## src/rtl/fusion_seq_ctrl.sv

```systemverilog
// fusion_seq_ctrl
// Time-multiplexes one fusion_unit over a dot product of configurable length.
// A start request latches the job configuration, then the sequencer streams
// operand-buffer reads, one per unstalled cycle. It steers the unit's psum
// feedback so every clock accumulates one product. It waits for the last
// product to land, then captures the 19-bit result with a one-cycle done pulse.
//
// Ports:
//   clk, rst                  clock, synchronous active-high reset
//   start, len, base_addr,    job request and configuration
//   s_in_cfg, s_weight_cfg,   (sampled together, only while not busy)
//   bias
//   stall                     operand buffer not ready; suppresses the read
//   rd_en, rd_addr            operand buffer read port (1-cycle latency)
//   fu_op_gate                pass buffer data to the unit (0 forces operands to 0)
//   fu_s_in, fu_s_weight      operand signedness for the unit
//   fu_psum_in                partial sum into the unit
//   fu_psum_fwd               registered partial sum out of the unit
//   busy, done, result        status, completion pulse, final psum
module fusion_seq_ctrl #(
   parameter int ADDR_W = 8,
   parameter int LEN_W  = 8
) (
   input  logic              clk,
   input  logic              rst,
   input  logic              start,
   input  logic [LEN_W-1:0]  len,
   input  logic [ADDR_W-1:0] base_addr,
   input  logic              s_in_cfg,
   input  logic              s_weight_cfg,
   input  logic [18:0]       bias,
   input  logic              stall,
   output logic              rd_en,
   output logic [ADDR_W-1:0] rd_addr,
   output logic              fu_op_gate,
   output logic              fu_s_in,
   output logic              fu_s_weight,
   output logic [18:0]       fu_psum_in,
   input  logic [18:0]       fu_psum_fwd,
   output logic              busy,
   output logic              done,
   output logic [18:0]       result
);

   typedef enum logic [1:0] {
      S_IDLE  = 2'd0,
      S_ISSUE = 2'd1,
      S_DRAIN = 2'd2,
      S_DONE  = 2'd3
   } state_t;

   state_t            state_reg, state_next;
   logic [LEN_W-1:0]  len_reg;
   logic [ADDR_W-1:0] base_reg;
   logic [18:0]       bias_reg;
   logic              s_in_reg;
   logic              s_weight_reg;
   logic [LEN_W-1:0]  count_reg;
   logic              gate_reg;
   logic              first_d_reg;
   logic              last_d_reg;
   logic              last_dd_reg;
   logic [18:0]       result_reg;

   logic              start_ok;
   logic              is_last;
   logic              active;

   // A new job is only accepted when no operation is in flight.
   assign start_ok = start && ((state_reg == S_IDLE) || (state_reg == S_DONE));
   assign is_last  = (count_reg == (len_reg - LEN_W'(1)));

   // State register
   always_ff @(posedge clk) begin
      if (rst) begin
         state_reg <= S_IDLE;
      end else begin
         state_reg <= state_next;
      end
   end

   // Next-state logic
   always_comb begin
      state_next = state_reg;
      case (state_reg)
         S_IDLE, S_DONE: begin
            if (start_ok) begin
               state_next = (len == '0) ? S_DONE : S_ISSUE;
            end else begin
               state_next = S_IDLE;
            end
         end
         S_ISSUE: begin
            if (!stall && is_last) begin
               state_next = S_DRAIN;
            end
         end
         S_DRAIN: begin
            // last_dd marks the cycle the final product is visible on fu_psum_fwd.
            if (last_dd_reg) begin
               state_next = S_DONE;
            end
         end
         default: state_next = S_IDLE;
      endcase
   end

   // Output logic
   always_comb begin
      rd_en  = 1'b0;
      busy   = 1'b0;
      done   = 1'b0;
      active = 1'b0;
      case (state_reg)
         S_ISSUE: begin
            rd_en  = !stall;
            busy   = 1'b1;
            active = 1'b1;
         end
         S_DRAIN: begin
            busy   = 1'b1;
            active = 1'b1;
         end
         S_DONE:  done = 1'b1;
         default: ;
      endcase
   end

   // Job configuration, issue counter, pipeline flags and result capture.
   always_ff @(posedge clk) begin
      if (rst) begin
         len_reg      <= '0;
         base_reg     <= '0;
         bias_reg     <= '0;
         s_in_reg     <= 1'b0;
         s_weight_reg <= 1'b0;
         count_reg    <= '0;
         gate_reg     <= 1'b0;
         first_d_reg  <= 1'b0;
         last_d_reg   <= 1'b0;
         last_dd_reg  <= 1'b0;
         result_reg   <= '0;
      end else begin
         // The flags travel with the read data, so they line up with fu_op_gate.
         gate_reg    <= rd_en;
         first_d_reg <= rd_en && (count_reg == '0);
         last_d_reg  <= rd_en && is_last;
         last_dd_reg <= last_d_reg;

         if (start_ok) begin
            len_reg      <= len;
            base_reg     <= base_addr;
            bias_reg     <= bias;
            s_in_reg     <= s_in_cfg;
            s_weight_reg <= s_weight_cfg;
            count_reg    <= '0;
            if (len == '0) begin
               result_reg <= bias;
            end
         end else if (rd_en) begin
            count_reg <= count_reg + LEN_W'(1);
         end

         if ((state_reg == S_DRAIN) && last_dd_reg) begin
            result_reg <= fu_psum_fwd;
         end
      end
   end

   assign rd_addr     = base_reg + ADDR_W'(count_reg);
   assign fu_op_gate  = gate_reg;
   assign fu_s_in     = s_in_reg;
   assign fu_s_weight = s_weight_reg;
   assign result      = result_reg;

   // First element seeds the accumulator with the bias. Every other cycle of
   // the job feeds the unit's own output back, so gated-off (zero operand)
   // cycles simply hold the running sum. Outside a job the port is parked at 0.
   assign fu_psum_in = (gate_reg && first_d_reg) ? bias_reg :
                       (active ? fu_psum_fwd : 19'd0);

endmodule

```

## config.mk

```make
export PLATFORM = sky130hd
export DESIGN_NAME = fusion_seq_ctrl
export DESIGN_NICKNAME = d
export VERILOG_FILES = /design/src/rtl/fusion_seq_ctrl.sv
export SDC_FILE = /design/constraint.sdc
export NUM_CORES = 1
export LEC_CHECK = 0
export BUFFER_PORTS_ARGS = -buffer_cell sky130_fd_sc_hd__buf_2
export CAP_MARGIN = 30
export CORE_UTILIZATION = 30
export CTS_CLUSTER_SIZE = 40
export DETAILED_ROUTE_END_ITERATION = 8
export REMOVE_ABC_BUFFERS = 1
export SYNTH_ARGS = -nofsm -noshare
export SYNTH_HDL_FRONTEND = slang
export SYNTH_SLANG_ARGS = --single-unit
```

## constraint.sdc

```tcl
create_clock -name clk -period 2.92 [get_ports clk]
set_input_delay 0.146 -clock clk [delete_from_list [all_inputs] [get_ports clk]]
set_output_delay 0.146 -clock clk [all_outputs]
set_load 0.01 [all_outputs]
```

==> results.cfg <==
[sta]
slew_violations = 0
timing.final.crit_share_pct = 88.1
skew_ns = 0.00604
rsz0062_at_grt = no
relSlewSlack_pct = 61.5
setup_viol = 0
setup_tns_ns = 0
fin_crit_ns = 2.57
max_freq_mhz = 389
worst_pin_slew_ns = 0.577
finalHoldViolCount = 0

[final_layout]
syn_to_final_growth_pct = 25.4
drive_gt1_share_pct = 25.6
finalNetCount = 640
antennaDiodeCount = 0
finalInstanceArea_um2 = 4570
final_util_pct = 39.3
fillers = 1165

[clocking]
root_buffer = clkbuf_16
ctsHoldBuffers = 0
clock_latency_ns = 0.33
post-cts-setup-buffers = 0
cts_sinks = 70
cts-resized-gates = 0
htreeDepth = 3
cts_buffer_depth = 2
path_clk_slew_ns = 0.06
cts_tree = done
numCtsBuffers = 9

[min_path]
hp-start = base_addr[2]
hold_class = in -> reg
min_path_cells = 3

[pwr]
vdd_drop_max_v = 0.000326
p_switching_mw = 1.19
power_frac_seq_pct = 35.6
swShare_pct = 36.1
total_power_mw = 3.31
share_comb_of_total_power_pct = 34.2
power_density_nw_per_um2 = 724
p_int_mw = 2.11
pwr-share-clk_pct = 30.3
leakagePower_nw = 2.12

[worst_setup_path]
path_common_cell = a21oi_1
cpPeakStageDelay_ns = 0.45
critPathBufInv = 1
crit_path_start_kind = flip-flop
crit_start = count_reg[1]
crit_type = reg -> out
crit_slowest_cell = dfxtp_1
worstSetupPathDepth = 8
crit_family = compound AO/OA/AOI/OAI gates
reg2reg_depth = 8
path_max_fanout = 7
end_kind = output pin
r2r_start = len_reg[0]
required_ns = 2.77
arrival_ns = 2.43
crit_chain = ha_1, a21o_1, a21oi_1, nand2b_1, a21oi_1, o41ai_1, xnor2_1, buf_2

[synthesis]
syn_area_per_cell_um2 = 7.80
synthTopCellsByCount = nand2_1, dfxtp_1, a21oi_1
ys_types = 51
synth-async-reset-ratio_pct = 0
synth_top_cell_by_area = dfxtp_1
yosysMostFrequentCell = nand2_1
synth_seq_cells = 70
synth_top_cell_area_share_pct = 38.5
yosys-top-cells-area = dfxtp_1, nand2_1, a21oi_1
yosysWarnings = 0
synth_cells = 467
synthFlopType = dfxtp_1
ys_seq_area_share_pct = 38.5
syn_area_um2 = 3640
synth_edf_count = 0

[global_route]
grt_overflow = 0
grt_use_total_pct = 15.9
grt_pass1_vias = 3361
grt_max_degree = 39
grt_pass1_wl_um = 16000
antenna_found_initial = 0

[die]
coreArea_um2 = 11600
die_area_um2 = 12600
num_io_pins = 112
fp-row-count = 39
dieHeight_um = 112
initial_core_util_pct = 31.4
die_w_um = 112

[route]
num_vias = 3455
drt_iter0_markers = 147
firstDrtPassIters = 7
postRouteAntennaNets = 0
post-route-drc-count = 2
routed_wl_um = 9660
wire_per_inst_um = 13.5
vias_per_cell = 4.84

[placement]
port_buffers = 111
postPlaceCellArea_um2 = 4290
place.gp.congestion = 0.810
dp_hpwl_um = 7060

[job]
maxCapViolCount = 0

[run_status]
status = finished, violations left
violations = design-rule violations
kinds of logic (layout without fill, tap and decap cells):
kind of cell / Yosys count / count (layout) / share of synthesized area [%]
adders and majority gates: 14 / 14 / 5.02
xor gates and xnor gates: 20 / 20 / 5.32
AOI/OAI and AO/OA: 102 / 102 / 16.6
muxes: 19 / 19 / 5.22
buffers and inverters: 44 / 148 / 5.43
DFF: 70 / 70 / 38.5
and+or+nand+nor: 198 / 198 / 23.9
metal layers:
metal	wire, um	share of wire [%]	vias up	track usage (%)
li1	-	-	1771	-
met1	4320	45	1567	19.6
met2	4510	47	104	25.6
met3	667	6.9	13	5.02
met4	151	1.6	0	6.40
met5	0	0	-	0
per-stage QoR:
step	std cells	worst slack (ns)	hold slack [ns]
detailed placement	698	0.532	0.396
global route	714	0.107	0.0396
finish	714	0.347	0.0507
global placement	698	0.600	0.389
floorplan	435	0.145	0.215
CTS	714	0.315	0.0413
tightest hold or removal path: stages:
cell     delay (ns)
buf_2          0.09
nand2_1        0.05
a21oi_1        0.05
path summary, 6_finish.rpt:
path                                endpoint  slack, ns
worst min-delay path             base_reg[2]       0.05
worst max-delay path              rd_addr[7]       0.35
worst min register to register   fu_s_weight       0.45
worst max register to register  state_reg[0]       0.52
power groups by stage:
| stage | clock network [mW] | registers, mW | logic [mW] |
|---|---|---|---|
| finish | 1.00 | 1.18 | 1.13 |
| global route | 1.07 | 1.19 | 1.27 |
| CTS | 1.03 | 1.18 | 1.14 |
| detailed placement | 0 | 1.20 | 1.14 |
| global placement | 0 | 1.19 | 1.12 |
| floorplan | 0 | 1.17 | 0.699 |
cells in the final DEF, fill, tap and decap left out, types with 3 or more instances in the layout:
cell	instances
clkinvlp_4	3
xnor2_1	8
nand2_1	120
o21ai_0	22
o21a_1	3
nor3_1	3
nand3_1	3
dfxtp_1	70
a21oi_1	44
inv_1	12
xor2_1	11
clkbuf_16	9
o211ai_1	3
buf_2	111
nor2_1	40
clkinv_2	3
buf_4	9
nor2b_1	6
mux2i_1	19
a211oi_1	19
ha_1	13
cell type report:
class	instances	area [um^2]	share of cell area [%]
multi-input cells	353	2040	44.7
flip-flops and latches	70	1400	30.7
repair buffers	120	623	13.6
clock buffers	10	239	5.23
well taps	143	179	3.92
inverters	12	45.0	0.986
clock inverters	6	37.5	0.822
(Power assumes the default switching activity.)
